File: src/rtl/frame_sequencer_pkg.sv
// Shared types and defaults for the frame sequencer: state encoding, default lengths and symbols.
package frame_sequencer_pkg;

    typedef enum logic [1:0] {
        StIdle    = 2'd0,
        StSync    = 2'd1,
        StPayload = 2'd2,
        StGuard   = 2'd3
    } state_e;

    localparam int unsigned DefSyncLen     = 16;
    localparam int unsigned DefPayloadLen  = 1024;
    localparam int unsigned DefGuardLen    = 4;
    localparam int unsigned DefPilotPeriod = 32;
    localparam logic [15:0] DefSyncPattern = 16'hA5C3;
    localparam logic [3:0]  DefSyncSym1    = 4'hF;
    localparam logic [3:0]  DefSyncSym0    = 4'h0;
    localparam logic [3:0]  DefGuardSym    = 4'h5;
    localparam logic [3:0]  DefPilotSym    = 4'hF;

    // Segment lengths are limited to 1..65535, so the low 16 bits carry the whole value.
    function automatic logic [15:0] len16(input int unsigned len);
        return len[15:0];
    endfunction

endpackage

File: src/rtl/frame_sequencer_if.sv
// Handshake/data bundle between the symbol-path control and the frame sequencer.
interface frame_sequencer_if;
    logic        sym_en;
    logic        start;
    logic        stop;
    logic [3:0]  lfsr_sym;
    logic        lfsr_en;
    logic        lfsr_reload;
    logic [3:0]  sym_out;
    logic        sym_valid;
    logic        frame_start;
    logic        busy;
    logic [15:0] frame_cnt;

    modport master (
        output sym_en, start, stop, lfsr_sym,
        input  lfsr_en, lfsr_reload, sym_out, sym_valid, frame_start, busy, frame_cnt
    );

    modport slave (
        input  sym_en, start, stop, lfsr_sym,
        output lfsr_en, lfsr_reload, sym_out, sym_valid, frame_start, busy, frame_cnt
    );
endinterface

File: src/rtl/frame_sequencer_seg_counter.sv
// 16-bit segment counter: enable, synchronous clear (wins over enable), terminal-count flag.
module frame_sequencer_seg_counter (
    input  logic        i_clk,
    input  logic        i_rst_n,
    input  logic        i_en,
    input  logic        i_clr,
    input  logic [15:0] i_len,
    output logic [15:0] o_cnt,
    output logic        o_tc
);
    logic [15:0] r_cnt;

    always_ff @(posedge i_clk or negedge i_rst_n) begin
        if (!i_rst_n) begin
            r_cnt <= 16'd0;
        end else if (i_clr) begin
            r_cnt <= 16'd0;
        end else if (i_en) begin
            r_cnt <= r_cnt + 16'd1;
        end
    end

    assign o_cnt = r_cnt;
    assign o_tc  = (r_cnt == i_len - 16'd1);
endmodule

File: src/rtl/frame_sequencer.sv
// Frame sequencer: SYNC preamble, LFSR PAYLOAD, GUARD, advancing on the symbol strobe.
// Optional build macro PILOT_INSERT_EN replaces every PILOT_PERIOD-th payload slot by PILOT_SYM.
module frame_sequencer
    import frame_sequencer_pkg::*;
#(
    parameter int unsigned          SYNC_LEN          = DefSyncLen,
    parameter int unsigned          PAYLOAD_LEN       = DefPayloadLen,
    parameter int unsigned          GUARD_LEN         = DefGuardLen,
    parameter logic [SYNC_LEN-1:0]  SYNC_PATTERN      = SYNC_LEN'(DefSyncPattern),
    parameter logic [3:0]           SYNC_SYM_1        = DefSyncSym1,
    parameter logic [3:0]           SYNC_SYM_0        = DefSyncSym0,
    parameter logic [3:0]           GUARD_SYM         = DefGuardSym,
    parameter bit                   RESEED_EACH_FRAME = 1'b1,
    parameter int unsigned          PILOT_PERIOD      = DefPilotPeriod,
    parameter logic [3:0]           PILOT_SYM         = DefPilotSym
) (
    input  logic              i_clk,
    input  logic              i_reset_n,
    frame_sequencer_if.slave  io_seq
);
    localparam logic [15:0] SyncLen16    = len16(SYNC_LEN);
    localparam logic [15:0] PayloadLen16 = len16(PAYLOAD_LEN);
    localparam logic [15:0] GuardLen16   = len16(GUARD_LEN);

    state_e              r_state, w_state_d;
    logic                r_start_pend, w_start_pend_d;
    logic                r_stop_pend, w_stop_pend_d;
    logic [3:0]          r_sym_out, w_sym_out_d;
    logic                r_sym_valid, w_sym_valid_d;
    logic                r_frame_start, w_frame_start_d;
    logic [15:0]         r_frame_cnt, w_frame_cnt_d;
    logic [15:0]         w_seg_cnt, w_seg_len;
    logic                w_seg_tc;
    logic                w_in_idle, w_in_payload;
    logic                w_pilot_slot;
    logic [SYNC_LEN-1:0] w_pat_shift;

    assign w_in_idle    = (r_state == StIdle);
    assign w_in_payload = (r_state == StPayload);
    assign w_pat_shift  = SYNC_PATTERN >> w_seg_cnt;

    always_comb begin
        case (r_state)
            StSync:    w_seg_len = SyncLen16;
            StPayload: w_seg_len = PayloadLen16;
            StGuard:   w_seg_len = GuardLen16;
            default:   w_seg_len = 16'd1;
        endcase
    end

    // Cleared on every strobe in IDLE and at each segment's last symbol.
    frame_sequencer_seg_counter u_seg_cnt (
        .i_clk   (i_clk),
        .i_rst_n (i_reset_n),
        .i_en    (io_seq.sym_en),
        .i_clr   (io_seq.sym_en & (w_in_idle | w_seg_tc)),
        .i_len   (w_seg_len),
        .o_cnt   (w_seg_cnt),
        .o_tc    (w_seg_tc)
    );

`ifdef PILOT_INSERT_EN
    localparam logic [15:0] PilotLen16 = len16(PILOT_PERIOD);
    logic [15:0] w_pilot_cnt;
    logic        w_pilot_tc;
    logic        w_unused_pilot_cnt;

    // Held at zero outside PAYLOAD so every payload starts a fresh pilot period.
    frame_sequencer_seg_counter u_pilot_cnt (
        .i_clk   (i_clk),
        .i_rst_n (i_reset_n),
        .i_en    (io_seq.sym_en & w_in_payload),
        .i_clr   (io_seq.sym_en & (~w_in_payload | w_pilot_tc)),
        .i_len   (PilotLen16),
        .o_cnt   (w_pilot_cnt),
        .o_tc    (w_pilot_tc)
    );

    assign w_unused_pilot_cnt = ^w_pilot_cnt;
    assign w_pilot_slot       = w_in_payload & w_pilot_tc;
`else
    logic w_unused_pilot_cfg;
    assign w_unused_pilot_cfg = ^PILOT_PERIOD;
    assign w_pilot_slot       = 1'b0;
`endif

    always_comb begin
        w_state_d       = r_state;
        w_start_pend_d  = r_start_pend | io_seq.start;
        w_stop_pend_d   = r_stop_pend | io_seq.stop;
        w_sym_out_d     = r_sym_out;
        w_sym_valid_d   = r_sym_valid;
        w_frame_start_d = 1'b0;
        w_frame_cnt_d   = r_frame_cnt;
        if (io_seq.sym_en) begin
            unique case (r_state)
                StIdle: begin
                    w_sym_out_d   = 4'h0;
                    w_sym_valid_d = 1'b0;
                    if (r_start_pend && r_stop_pend) begin
                        w_start_pend_d = io_seq.start;
                        w_stop_pend_d  = io_seq.stop;
                    end else if (r_start_pend) begin
                        w_state_d      = StSync;
                        w_start_pend_d = io_seq.start;
                    end
                end
                StSync: begin
                    w_sym_out_d     = w_pat_shift[0] ? SYNC_SYM_1 : SYNC_SYM_0;
                    w_sym_valid_d   = 1'b1;
                    w_frame_start_d = (w_seg_cnt == 16'd0);
                    if (w_seg_tc) w_state_d = StPayload;
                end
                StPayload: begin
                    w_sym_out_d   = w_pilot_slot ? PILOT_SYM : io_seq.lfsr_sym;
                    w_sym_valid_d = 1'b1;
                    if (w_seg_tc) w_state_d = StGuard;
                end
                StGuard: begin
                    w_sym_out_d   = GUARD_SYM;
                    w_sym_valid_d = 1'b1;
                    if (w_seg_tc) begin
                        w_frame_cnt_d = r_frame_cnt + 16'd1;
                        if (r_stop_pend) begin
                            w_state_d     = StIdle;
                            w_stop_pend_d = io_seq.stop;
                        end else begin
                            w_state_d = StSync;
                        end
                    end
                end
                default: w_state_d = StIdle;
            endcase
        end
    end

    always_ff @(posedge i_clk or negedge i_reset_n) begin
        if (!i_reset_n) begin
            r_state       <= StIdle;
            r_start_pend  <= 1'b0;
            r_stop_pend   <= 1'b0;
            r_sym_out     <= 4'h0;
            r_sym_valid   <= 1'b0;
            r_frame_start <= 1'b0;
            r_frame_cnt   <= 16'd0;
        end else begin
            r_state       <= w_state_d;
            r_start_pend  <= w_start_pend_d;
            r_stop_pend   <= w_stop_pend_d;
            r_sym_out     <= w_sym_out_d;
            r_sym_valid   <= w_sym_valid_d;
            r_frame_start <= w_frame_start_d;
            r_frame_cnt   <= w_frame_cnt_d;
        end
    end

    // The mapper captures lfsr_sym on this same edge, before the LFSR steps.
    assign io_seq.lfsr_en     = io_seq.sym_en & w_in_payload & ~w_pilot_slot;
    assign io_seq.lfsr_reload = io_seq.sym_en & RESEED_EACH_FRAME & (r_state == StSync) & w_seg_tc;
    assign io_seq.sym_out     = r_sym_out;
    assign io_seq.sym_valid   = r_sym_valid;
    assign io_seq.frame_start = r_frame_start;
    assign io_seq.busy        = ~w_in_idle;
    assign io_seq.frame_cnt   = r_frame_cnt;
endmodule
File: src/flat_wrapper.sv
// flat-port wrapper written by rule: the top's interface ports become plain ports
module frame_sequencer_flat import frame_sequencer_pkg::*;
#(
    parameter int unsigned          SYNC_LEN          = DefSyncLen,
    parameter int unsigned          PAYLOAD_LEN       = DefPayloadLen,
    parameter int unsigned          GUARD_LEN         = DefGuardLen,
    parameter logic [SYNC_LEN-1:0]  SYNC_PATTERN      = SYNC_LEN'(DefSyncPattern),
    parameter logic [3:0]           SYNC_SYM_1        = DefSyncSym1,
    parameter logic [3:0]           SYNC_SYM_0        = DefSyncSym0,
    parameter logic [3:0]           GUARD_SYM         = DefGuardSym,
    parameter bit                   RESEED_EACH_FRAME = 1'b1,
    parameter int unsigned          PILOT_PERIOD      = DefPilotPeriod,
    parameter logic [3:0]           PILOT_SYM         = DefPilotSym
)
  (i_clk, i_reset_n, io_seq_sym_en, io_seq_start, io_seq_stop, io_seq_lfsr_sym, io_seq_lfsr_en, io_seq_lfsr_reload, io_seq_sym_out, io_seq_sym_valid, io_seq_frame_start, io_seq_busy, io_seq_frame_cnt);
  frame_sequencer_if io_seq_i ();
  input  logic i_clk;
  input  logic i_reset_n;
  input wire logic [$bits(io_seq_i.sym_en)-1:0] io_seq_sym_en;
  input wire logic [$bits(io_seq_i.start)-1:0] io_seq_start;
  input wire logic [$bits(io_seq_i.stop)-1:0] io_seq_stop;
  input wire logic [$bits(io_seq_i.lfsr_sym)-1:0] io_seq_lfsr_sym;
  output wire logic [$bits(io_seq_i.lfsr_en)-1:0] io_seq_lfsr_en;
  output wire logic [$bits(io_seq_i.lfsr_reload)-1:0] io_seq_lfsr_reload;
  output wire logic [$bits(io_seq_i.sym_out)-1:0] io_seq_sym_out;
  output wire logic [$bits(io_seq_i.sym_valid)-1:0] io_seq_sym_valid;
  output wire logic [$bits(io_seq_i.frame_start)-1:0] io_seq_frame_start;
  output wire logic [$bits(io_seq_i.busy)-1:0] io_seq_busy;
  output wire logic [$bits(io_seq_i.frame_cnt)-1:0] io_seq_frame_cnt;
  assign io_seq_i.sym_en = io_seq_sym_en;
  assign io_seq_i.start = io_seq_start;
  assign io_seq_i.stop = io_seq_stop;
  assign io_seq_i.lfsr_sym = io_seq_lfsr_sym;
  assign io_seq_lfsr_en = io_seq_i.lfsr_en;
  assign io_seq_lfsr_reload = io_seq_i.lfsr_reload;
  assign io_seq_sym_out = io_seq_i.sym_out;
  assign io_seq_sym_valid = io_seq_i.sym_valid;
  assign io_seq_frame_start = io_seq_i.frame_start;
  assign io_seq_busy = io_seq_i.busy;
  assign io_seq_frame_cnt = io_seq_i.frame_cnt;
  frame_sequencer #(.SYNC_LEN(SYNC_LEN), .PAYLOAD_LEN(PAYLOAD_LEN), .GUARD_LEN(GUARD_LEN), .SYNC_PATTERN(SYNC_PATTERN), .SYNC_SYM_1(SYNC_SYM_1), .SYNC_SYM_0(SYNC_SYM_0), .GUARD_SYM(GUARD_SYM), .RESEED_EACH_FRAME(RESEED_EACH_FRAME), .PILOT_PERIOD(PILOT_PERIOD), .PILOT_SYM(PILOT_SYM)) u_core (.i_clk(i_clk), .i_reset_n(i_reset_n), .io_seq(io_seq_i));
endmodule
File: config.mk
export PLATFORM = sky130hd
export DESIGN_NAME = frame_sequencer_flat
export DESIGN_NICKNAME = d
export VERILOG_FILES = /design/src/rtl/frame_sequencer_pkg.sv /design/src/rtl/frame_sequencer_if.sv /design/src/rtl/frame_sequencer_seg_counter.sv /design/src/rtl/frame_sequencer.sv /design/src/flat_wrapper.sv
export SDC_FILE = /design/constraint.sdc
export NUM_CORES = 1
export LEC_CHECK = 0
export CAP_MARGIN = 5
export CORE_MARGIN = 2
export CORE_UTILIZATION = 40
export DETAILED_ROUTE_END_ITERATION = 10
export PLACE_DENSITY = 0.73
export SYNTH_ARGS = -nofsm -noshare
export SYNTH_HDL_FRONTEND = slang
export SYNTH_SLANG_ARGS = --single-unit
File: constraint.sdc
create_clock -name i_clk -period 3.9 [get_ports i_clk]
set_input_delay 1.17 -clock i_clk [delete_from_list [all_inputs] [get_ports i_clk]]
set_output_delay 1.17 -clock i_clk [all_outputs]
set_load 0.01 [all_outputs]
==> results.sh <==
export IMPL_hpwl_mm=3.51
export IMPL_cp_required_ps=2730
export IMPL_clock_path_buffers=2
export IMPL_ys_types=44
export IMPL_status="finished, final reports clean"
export IMPL_layout_common_cells="42 x dfrtp_1, 32 x clkdlybuf4s50_1, 18 x nor2_1"
export IMPL_syn_inst=236
export IMPL_cp_slowest_cell="or4_4"
export IMPL_synthFlopType="dfrtp_1"
export IMPL_drc=0
export IMPL_fillers=541
export IMPL_grt_pass1_wl_mm=8.65
export IMPL_fmax_mhz=262
export IMPL_insertion_delay_ps=290
export IMPL_hold_buffers=0
export IMPL_drtAntennaViolNets=0
export IMPL_path_buf_inv=2
export IMPL_rsz0062_at_grt="false"
export IMPL_pin_count=34
export IMPL_finalCritPeriodShare=0.977
export IMPL_synth_nets=254
export IMPL_synth_edf_count=0
export IMPL_grt_overflow=0
export IMPL_path_clk_slew_ps=80
export IMPL_die_y_um=80.7
export IMPL_cts_sinks=42
export IMPL_htreeDepth=2
export IMPL_endpoint_kind="output port"
export IMPL_numPortBuffers=33
export IMPL_fin_tns_setup_ps=0
export IMPL_skew_ps=2.62
export IMPL_grt_use_total=0.174
export IMPL_finalSetupViolations=0
export IMPL_diodes=0
export IMPL_dp_cells=333
export IMPL_crit_family="simple AND/OR/NAND/NOR gates"
export IMPL_drive_gt1_frac=0.0996
export IMPL_fin_crit_ps=3810
export IMPL_crit_path_start_kind="flip-flop"
export IMPL_cts_buffers_inserted=5
export IMPL_ir_worst_vdd_uv=281
export IMPL_max_cap_violations=0
export IMPL_hp_class="reg2reg"
export IMPL_power_density_mw_per_mm2=365
export IMPL_relSlewSlack=0.381
export IMPL_core_area_mm2=0.00561
export IMPL_gp_congestion=0.909
export IMPL_post_drt_wl_per_cell_um=14.6
export IMPL_finalHoldViolations=0
export IMPL_grt_pass1_vias=1854
export IMPL_fp_dieW_um=80.7
export IMPL_vias=1921
export IMPL_initial_utilization=0.420
export IMPL_ys_seq_area_frac=0.446
export IMPL_synth_warnings=0
export IMPL_slowest_delay_ps=560
export IMPL_antenna_found_initial=0
export IMPL_synth_seq_cells=42
export IMPL_num_rows=27
export IMPL_p_leak_uw=0.00125
export IMPL_synth_area_per_cell_um2=9.98
export IMPL_wirelength_mm=5.01
export IMPL_vias_per_cell=5.60
export IMPL_async_reset_ff_frac=1.00
export IMPL_arrival_ps=2640
export IMPL_tightest_slew_ps=928
export IMPL_cp_cell_sequence="inv_2 -> ha_1 -> or4_4 -> o31ai_4 -> nand3_2 -> nor2_1 -> clkdlybuf4s50_1"
export IMPL_syn_cell_area_mm2=0.00235
export IMPL_mostFrequentLayoutCell="dfrtp_1"
export IMPL_drt_first_iter_violations=97
export IMPL_cts_tree="built"
export IMPL_finalNonFillerCells=343
export IMPL_grt_max_degree=43
export IMPL_die_area_mm2=0.00652
export IMPL_path_max_fanout=5
export IMPL_area_growth_pct=21.0
export IMPL_setup_worst_path_class="reg2out"
export IMPL_slew_violations=0
export IMPL_cts_root_buf="clkbuf_8"
export IMPL_nets=288
export IMPL_first_pass_iters=4
==> final timing paths <==
path	from	to	slack [ps]	depth (start not counted)
min in group asynchronous	i_reset_n	u_core.io_seq.frame_cnt[15]	1000	1
worst max register to register	u_core.r_state[0]	u_core.r_state[1]	1250	8
worst min register to register	u_core.io_seq.frame_cnt[15]	u_core.io_seq.frame_cnt[15]	470	1
worst min-delay path	u_core.io_seq.frame_cnt[15]	u_core.io_seq.frame_cnt[15]	470	1
worst max-delay path	u_core.r_state[0]	io_seq_lfsr_reload	90	7
max in group asynchronous	i_reset_n	u_core.u_seg_cnt.o_cnt[11]	2310	1
==> power by group <==
part           total, µW  switching [µW]  leakage (µW)  internal, µW
combinational        184            89.5      0.000672          94.4
sequential           570            87.0      0.000534           483
clock                287             144     0.0000482           143
total               1040             321       0.00125           720
==> synthesized netlist by cell type (3+ instances only) <==
cell type,n,area [µm²]
dfrtp_1,42,1050
nor2_1,18,67.6
nand2_1,16,60.1
xor2_1,16,140
inv_1,11,41.3
nand3_1,11,55.1
a21oi_1,9,45.0
clkbuf_1,9,33.8
ha_1,9,113
o21ai_0,9,45.0
xnor2_1,9,78.8
nand4_1,8,50.1
and3_1,7,43.8
nor4_1,7,43.8
nor3_1,6,30.0
o2bb2ai_1,6,52.6
and4_1,5,43.8
a21o_1,4,30.0
a211oi_1,3,22.5
nor4b_1,3,26.3
==> cells by family after synthesis <==
logic type | Yosys count | synth area share
AO/OA/AOI/OAI | 40 | 0.119
XOR/XNOR | 25 | 0.0930
adder cells (fa/ha/maj) | 9 | 0.0478
buffers and inverters | 22 | 0.0414
flip-flops | 42 | 0.446
multiplexers | 3 | 0.0138
AND/OR/NAND/NOR | 95 | 0.239
==> repair_timing <==
item	4_1_cts	5_1_grt
setup endpoints to repair	1	1
gates resized for setup	1	1
pin swaps	0	1
setup buffers	0	2
endpoints found under the hold margin	0	0
==> flip-flops by register name, summed over array words and instances (netlist names) <==
name	cells
u_core.io_seq.sym_valid	1
u_core.r_start_pend	1
u_core.r_stop_pend	1
u_core.io_seq.sym_out	4
u_core.io_seq.frame_start	1
u_core.io_seq.frame_cnt	16
u_core.r_state	2
u_core.u_seg_cnt.o_cnt	16
==> through the flow <==
stage | util | setup WS, ps | power [µW] | hold WS (ps) | area, µm²
after floorplan | - | 669 | 693 | 472 | 2350
after global placement | 0.488 | 262 | 747 | 469 | 2740
after detailed placement | 0.488 | 251 | 757 | 468 | 2740
after CTS | 0.505 | 49.3 | 1050 | 480 | 2830
after global routing | 0.508 | 7.59 | 1100 | 492 | 2850
final | 0.508 | 89.0 | 1040 | 472 | 2850
==> layer usage <==
layer  wire (µm)  up-vias  track usage
li1            -      912            -
met1        2330      946        0.230
met2        2310       55        0.273
met3         277        8       0.0404
met4          91        0       0.0729
met5           0        -            0
==> cell type report <==
type	instances	area, µm²	share of cell area
Multi-Input combinational cell	172	1210	0.426
Tap cell	72	90.1	0.0316
Inverter	11	41.3	0.0145
Timing Repair Buffer	38	363	0.127
Clock buffer	7	86.3	0.0303
Sequential cell	42	1050	0.369
Clock inverter	1	5.00	0.00176
==> worst reg2reg max path, stage by stage, from the launching register on <==
cell and delay, ps:
dfrtp_1 410, inv_2 90, ha_1 210, or4_4 560, o31ai_4 290, nand3_2 110
buf_4 210, a211oi_1 300, mux2_2 370
No activity file was read; power rests on OpenSTA's default activity.
